## config.mk

```make
export PLATFORM = sky130hd
export DESIGN_NAME = mux_dataless
export DESIGN_NICKNAME = d
export VERILOG_FILES = /design/src/rtl/mux_dataless.sv
export SDC_FILE = /design/constraint.sdc
export NUM_CORES = 1
export LEC_CHECK = 0
export BUFFER_PORTS_ARGS = -buffer_cell sky130_fd_sc_hd__buf_2
export CORE_AREA = 2 2 39 41
export CTS_CLUSTER_SIZE = 12
export DETAILED_ROUTE_END_ITERATION = 10
export DIE_AREA = 0 0 41 43
export PLACE_DENSITY = 0.3
export SYNTH_ARGS = -nofsm -noshare
export SYNTH_HDL_FRONTEND = slang
export SYNTH_SLANG_ARGS = --single-unit
```

## constraint.sdc

```tcl
create_clock -name clk -period 0.8 [get_ports clk]
set_input_delay 0.04 -clock clk [delete_from_list [all_inputs] [get_ports clk]]
set_output_delay 0.04 -clock clk [all_outputs]
set_load 0.01 [all_outputs]
```

## src/rtl/mux_dataless.sv

```systemverilog
// Dataless mux: joins the index token with ins[index] and forwards one token to outs.
// Latency: 0 cycles through an empty buffer; a stalled token waits in a one-slot TEHB.
// Backpressure: outs_ready reaches the join only via the registered full flag; join stalls while full.
module mux_dataless #(
    parameter int SIZE       = 2,
    parameter int INDEX_TYPE = 1
) (
    input  logic                  clk,
    input  logic                  rst,
    input  logic [INDEX_TYPE-1:0] index,
    input  logic                  index_valid,
    output logic                  index_ready,
    input  logic [SIZE-1:0]       ins_valid,
    output logic [SIZE-1:0]       ins_ready,
    output logic                  outs_valid,
    input  logic                  outs_ready
);

    // One-hot of the input that would be consumed together with the index token.
    logic [SIZE-1:0] sel_hit;
    // Index and its selected input are both present (in-range index only).
    logic            sel_valid;
    // The output slot can absorb a token this cycle.
    logic            buf_ready;
    // TEHB occupancy flag and its next state.
    logic            full_q;
    logic            full_d;

    // Decode the index against every input; an out-of-range code matches nothing,
    // so the protocol-error case consumes nothing and never indexes past ins_valid.
    always_comb begin
        sel_hit = '0;
        for (int i = 0; i < SIZE; i++) begin
            sel_hit[i] = index_valid && (index == INDEX_TYPE'(i)) && ins_valid[i];
        end
    end

    // Join: index and selected input fire together, only when the buffer is empty.
    always_comb begin
        sel_valid   = |sel_hit;
        buf_ready   = !full_q;
        index_ready = sel_valid && buf_ready;
        ins_ready   = buf_ready ? sel_hit : '0;
    end

    // TEHB output: pass-through when empty, buffered token has priority when full.
    always_comb begin
        outs_valid = sel_valid || full_q;
        full_d     = (sel_valid || full_q) && !outs_ready;
    end

    // Occupancy register; reset discards any held token.
    always_ff @(posedge clk or posedge rst) begin
        if (rst) begin
            full_q <= 1'b0;
        end else begin
            full_q <= full_d;
        end
    end

endmodule

```

==> summary.txt, run 1 <==
Route
  – Final wirelength: 319 um
  – WL met1: 195 um
  – Vias post-DR: 118
  – Drt first-iter violations: 0
  – Routed len/inst: between 7 and 8 um
  – WL met2: 73 um
  – Post-DRT Antenna Nets: 0
  – Via density: 2.95
  – Max layer used: met3
  – DRC errors left: 0
  – DR pass1 iterations: 1
  – Met3 WL post-DR: 50 um

Floorplan
  – Ports: 11
  – Row count: 14
  – Chip Width: slightly above 40 um
  – Core area: 1380 um2
  – Initial Util: 6.78%
  – Die height: 43 um
  – Die ar.: around 1800 um2

Worst setup path
  – Crit-path slowest cell: dfrtp_1
  – CP required: 0.76 ns
  – WS Path Type: register to output pin
  – CP Launch Type: register
  – Critical path capture point type: output pin
  – Crit path cell chain: nand2b_4 > nor3b_2 > buf_2
  – Slowest stage delay, CP: ~0.35 ns
  – Max FO, Critical Path: 3
  – Crit path arrival time: 0.81 ns

Timing
  – Relative slew slack: between 80% and 90%
  – Min cycle time layout: 0.846 ns
  – Final Hold Violating Endpoints: 0
  – Fmax: 1180 MHz
  – # setup viols final: 2
  – Final WS setup: -0.0462 ns
  – Final Cycle Share: 106%
  – Max-slew violation count: 0
  – Clock Skew: 0 ns
  – Worst-margin pin slew: 0.287 ns
  – RSZ-0062 raised after global routing: true
  – Hold_ws: 0.240 ns

Logic synthesis
  – Most used DFF post-synth: dfrtp_1
  – Synth top area cells: dfrtp_1 (27%), nand2b_1 (13%), o31ai_2 (13%)
  – Adder-Cell Fraction of Synth Area: 0%
  – Leading area contributor after synthesis: dfrtp_1
  – Post-Syn Area: 93.8 um2
  – Mux contribution to synthesized area: 10.7%
  – Seq/Total Area, Yosys: 26.7%
  – Post-synth top cells: inv_1 (2), nand2b_1 (2), nor2_1 (2)
  – Mapped Nets: 19
  – Number of synthesized flops with an enable pin: 0
  – Post-synthesis simple-gate area fraction: 33.3%
  – Post-synth cell types: 9
  – Synth Area in XOR/XNOR: 0%
  – Synth Area in Compound Gates: 21.3%
  – Asr flop ratio synth: 100%
  – Top cell type's share of synthesized area: about a quarter
  – YS warnings: 0
  – Synthesized instance count: 12
  – Largest family of logic cells by synthesized area: simple AND/OR/NAND/NOR gates
  – Mapped Avg Cell Area: 7.82 um2
  – Synthesis-stage register bit count: 1

Final layout
  – Nets@finish: 33
  – Util after Layout: approximately 14%
  – Max FFs per register: 1
  – Top reg by flops: full_q
  – Ant diodes: 0
  – Layout cells sized above 1: 58.3%
  – Layout Cells excl Fill: 40
  – Largest registers: full_q x1
  – P&R area growth vs syn: 107%

Placed design
  – Dpl cells: 39
  – Buffers added on ports: 10
  – Place WS: -0.0460 ns
  – Routability cong.: 0.587

GRT
  – Vias in the first global route: 101
  – Initial antenna violation count: 0
  – GRT Total Usage: 3.60%
  – Largest net degree at the start of global routing: 4
  – GRT Residual Overflow: 0
  – First-pass GRT wire length: about 460 um

CTS
  – Post-cts sizing count: 0
  – Worst-path clk slew: 0 ns
  – Clock network latency to the later pin of the worst-skew pair: 0 ns

Status
  – Failing checks: setup timing
  – Status: complete, but fails checks

Power
  – Pwr/cell area: 762 nW/um2
  – Peak supply drop: 0.212 mV
  – Total design power: 148 uW
  – Leakage power: 0.000105 uW

Hold path
  – Hold Crit Class: input pin to register

Run
  – Max-cap violations: 0
[cells in the final DEF (no fill, tap or decap)]
cell type	instances
buf_2	10
buf_4	1
dfrtp_1	1
dlygate4sd3_1	1
inv_1	2
mux2i_1	1
nand2_1	1
nand2b_1	1
nand2b_4	1
nor2_1	2
nor3b_2	1
o21bai_1	1
o31ai_2	1
[timing repair]
item                       in CTS  in global routing
setup buffers                   0                  0
pin swaps                       0                  1
setup endpoints to repair       2                  4
hold buffers                    1                  0
hold endpoints to repair        1                  0
[final timing paths]
| check | from | end | slack, ns | depth (start not counted) |
|---|---|---|---|---|
| min reg2reg | full_q | full_q | 0.58 | 3 |
| min | outs_ready | full_q | 0.24 | 2 |
| max | full_q | ins_ready[0] | -0.05 | 3 |
| min in group asynchronous | rst | full_q | 0.44 | 3 |
| max reg2reg | full_q | full_q | 0.05 | 3 |
| max in group asynchronous | rst | full_q | 0.27 | 3 |
[routing by layer]
layer	track usage (%)	up-vias
met5	0	-
met4	0	0
met3	0.524	0
met2	3.75	11
met1	7.32	44
li1	-	63
[through the flow]
| step | instance area, um2 | setup TNS [ns] |
|---|---|---|
| finish | 194 | -0.0591 |
| global placement | 184 | -0.0665 |
| CTS | 194 | -0.0762 |
| global route | 194 | -0.179 |
| floorplan | 106 | 0 |
| detailed placement | 184 | -0.0645 |
[critical path: cells and delay by family, from the launching register on]
family	cells	cell delay, ns
flip-flops	1	0.35
AND/OR/NAND/NOR	2	0.30
buffers and inverters	1	0.15
[kinds of logic after synthesis]
family | Yosys count
AO/OA/AOI/OAI | 2
multiplexers | 1
buffers and inverters | 2
flip-flops | 1
AND/OR/NAND/NOR | 6
[power breakdown]
part           internal, uW  switching [uW]
registers              55.9            2.24
logic                  48.8            40.8
clock network             0               0
total                   105            43.1
[final cells by class]
| type | count | area [um2] |
|---|---|---|
| Timing Repair Buffer | 12 | 67.6 |
| Inverter | 2 | 7.51 |
| Tap cell | 16 | 20.0 |
| Sequential cell | 1 | 25.0 |
| Multi-Input combinational cell | 9 | 73.8 |
| Fill cell | 155 | 1190 |
Note: power is estimated with default switching activity, not from simulation.
==> run 2: changes to the inputs <==
--- a/config.mk
+++ b/config.mk
@@ -5,9 +5,10 @@
 export SDC_FILE = /design/constraint.sdc
 export NUM_CORES = 1
 export LEC_CHECK = 0
+export ABC_AREA = 1
 export BUFFER_PORTS_ARGS = -buffer_cell sky130_fd_sc_hd__buf_2
 export CORE_AREA = 2 2 39 41
-export CTS_CLUSTER_SIZE = 12
+export CTS_CLUSTER_SIZE = 20
 export DETAILED_ROUTE_END_ITERATION = 10
 export DIE_AREA = 0 0 41 43
 export PLACE_DENSITY = 0.3
==> run 2 against run 1 <==
Net effect:
- the flow now finishes without violations
- cell count is 5.0% higher
- worst setup slack better by 0.074 ns
- clock skew stayed put
- largest cell class is now non-clock buffers
==> summary.txt, run 2 <==
GRT
  – First-pass GRT wire length: 365 um (-21%)
  – Largest net degree at the start of global routing: 4 (unchanged)
  – GRT Residual Overflow: 0 (unchanged)
  – Vias in the first global route: 109 (+7.9%)
  – Initial antenna violation count: 0 (unchanged)
  – GRT Total Usage: 2.80% (-0.80 points)

Route
  – Post-DRT Antenna Nets: 0 (unchanged)
  – DR pass1 iterations: 3 (+2)
  – Routed len/inst: 5.31 um (-33%)
  – DRC errors left: 0 (unchanged)
  – Drt first-iter violations: 1 (+1)
  – Final wirelength: 223 um (-30%)
  – Via density: 2.81 (-4.8%)
  – Vias post-DR: 118 (unchanged)

Worst setup path
  – Critical path capture point type: output pin
  – CP required: 0.76 ns (about the same)
  – Worst path depth: 5 (+2)
  – Cell family contributing the most delay on the critical path: flip-flops
  – Slowest stage delay, CP: 0.35 ns (about the same)
  – Crit path arrival time: 0.73 ns (-0.08 ns)
  – R2R depth: 4 (+1)
  – Crit path cell chain: inv_1 > nand2_1 > nor2_2 > inv_1 > buf_2
  – Most frequent CP cell: inv_1
  – CP Buf/Inv Count: 3 (+2)
  – CP Launch Type: register
  – WS Path Type: register to output pin
  – Crit-path slowest cell: dfrtp_1
  – Max FO, Critical Path: 2 (-1)

Power
  – Sw frac: 28.3% (-0.88 points)
  – Clk pwr share: 0% (unchanged)
  – Leakage power: 0.000105 uW (-0.38%)
  – Sw Pwr: 36.3 uW (-16%)
  – Flop pwr share: 44.3% (+4.9 points)
  – Pwr/cell area: 755 nW/um2 (-0.93%)
  – Combinational share of power: 55.7% (-4.9 points)
  – Cell-internal power: 92.1 uW (-12%)
  – Peak supply drop: 0.228 mV (+7.5%)

Status
  – Status: finished, final reports clean

Floorplan
  – Chip Width: 41 um (unchanged)
  – Initial Util: 5.79% (-0.99 points)
  – Die height: 43 um (unchanged)
  – Row count: 14 (unchanged)
  – Ports: 11 (unchanged)
  – Core area: 1380 um2 (unchanged)
  – Die ar.: 1760 um2 (unchanged)

Placed design
  – Routability cong.: 0.546 (-6.9%)
  – DP Area: 158 um2 (-14%)
  – Dpl hpwl: between 200 and 250 um
  – Buffers added on ports: 10 (unchanged)

Logic synthesis
  – Top cell type's share of synthesized area: 31.3% (+4.6 points)
  – Post-Syn Area: 80.1 um2 (-15%)
  – Asr flop ratio synth: 100% (unchanged)
  – Post-synth top cells: nor2_1 (5), inv_1 (4), nand2_1 (2)
  – Mapped Avg Cell Area: 5.72 um2 (-27%)
  – Leading area contributor after synthesis: dfrtp_1
  – Count leader, synth: nor2_1
  – Seq/Total Area, Yosys: 31.3% (+4.6 points)
  – Synthesis-stage register bit count: 1 (unchanged)
  – Synth top area cells: dfrtp_1 (31%), nor2_1 (23%), inv_1 (19%)
  – Post-synth cell types: 6 (-3)
  – YS warnings: 0 (unchanged)
  – Most used DFF post-synth: dfrtp_1
  – Mapped Nets: 21 (+2)
  – Synthesized instance count: 14 (+2)
  – Number of synthesized flops with an enable pin: 0 (unchanged)

Timing
  – Total negative slack: 0 ns (+0.0591 ns)
  – Fmax: 1300 MHz (+9.6%)
  – Final Cycle Share: 96.5% (-9.3 points)
  – Relative slew slack: 88.7% (+8.4 points)
  – # setup viols final: 0 (-2)
  – Min cycle time layout: 0.772 ns (-0.0742 ns)
  – RSZ-0062 raised after global routing: true
  – Final Hold Violating Endpoints: 0 (unchanged)
  – Max-slew violation count: 0 (unchanged)
  – Clock Skew: 0 ns (unchanged)
  – Worst-margin pin slew: 0.169 ns (-0.118 ns)

Final layout
  – Util after Layout: 12.3% (-1.7 points)
  – Multi-input gate area: 42.5 um2 (-42%)
  – Top reg by flops: full_q
  – Fin area: 170 um2 (-12%)
  – P&R area growth vs syn: 112%
  – Nets@finish: 35 (+6.1%)
  – Total area of sequential cells: 25.0 um2 (unchanged)
  – Largest registers: full_q x1
  – Ant diodes: 0 (unchanged)
  – Max FFs per register: 1 (unchanged)
  – Fillers: 169 (+9.0%)
  – Most frequent cells in the layout: buf_2 (10), nor2_1 (4), inv_1 (4)
  – Layout cells sized above 1: 50.0% (-8.3 points)
  – Most common cell after layout, fill and taps aside: buf_2

Hold path
  – Hold depth: 2 (unchanged)
  – Hold Crit Class: input pin to register

Run
  – Max-cap violations: 0 (unchanged)

CTS
  – Clock network latency to the later pin of the worst-skew pair: 0 ns (unchanged)
  – Worst-path clk slew: 0 ns (unchanged)
run 2: changes by cell type after synthesis:
| cell | before | now |
|---|---|---|
| mux2i_1 | 1 | 0 |
| nand2_1 | 1 | 2 |
| o31ai_2 | 1 | 0 |
| a21oi_2 | 0 | 1 |
| nor2_1 | 2 | 5 |
| nor3b_1 | 1 | 0 |
| nand2b_1 | 2 | 0 |
| o21bai_1 | 1 | 0 |
| inv_1 | 2 | 4 |
| nand3_1 | 0 | 1 |
run 2: cells by family after synthesis:
| family | share of synthesized area [%] |
|---|---|
| buffers and inverters | 18.7 |
| and+or+nand+nor | 39.1 |
| AOI/OAI and AO/OA | 10.9 |
| DFF | 31.2 |
run 2: what timing repair did:
action,4_1_cts,5_1_grt
hold buffers,1,0
setup buffers,0,0
endpoints found under the setup margin,1,2
pin swaps,0,1
endpoints found under the hold margin,1,0
resized for setup,1,0
run 2: per-layer routing:
metal,share of wire [%],GRT usage [%],wire length [um],vias up
li1,-,-,-,64
met3,10,0.524,23,0
met1,30,2.55,68,50
met4,0,0,0,0
met5,0,0,0,-
met2,58,5.94,130,4
run 2: path summary, 6_finish.rpt:
kind | start | to | slack, ns
max | full_q | outs_valid | 0.03
max in group asynchronous | rst | full_q | 0.29
min reg2reg | full_q | full_q | 0.59
min in group asynchronous | rst | full_q | 0.42
min | outs_ready | full_q | 0.19
max reg2reg | full_q | full_q | 0.07
run 2: final cells by class:
type,instances,area share [%]
flip-flops and latches,1,14.7
multi-input cells,9,25.0
inverters,4,8.82
repair buffers,12,39.7
well taps,16,11.8
run 2: power by group through the flow:
| stage | Clock, uW | Combinational [uW] | Sequential, uW |
|---|---|---|---|
| finish | 0 | 71.5 | 57.0 |
| global route | 0 | 80.9 | 57.9 |
| CTS | 0 | 74.1 | 57.0 |
| detailed placement | 0 | 68.0 | 57.0 |
| global placement | 0 | 67.9 | 57.0 |
| floorplan | 0 | 28.9 | 59.0 |
run 2: metrics by stage:
stage          power (uW)  setup slack [ns]  hold slack, ns  cells
2_1_floorplan        87.8            0.0481          -0.231     14
3_3_place_gp          125           -0.0162          -0.121     41
3_5_place_dp          125           -0.0173          -0.122     41
4_1_cts               131           0.00801           0.197     42
5_1_grt               139           -0.0838           0.206     42
6_report              128            0.0280           0.188     42
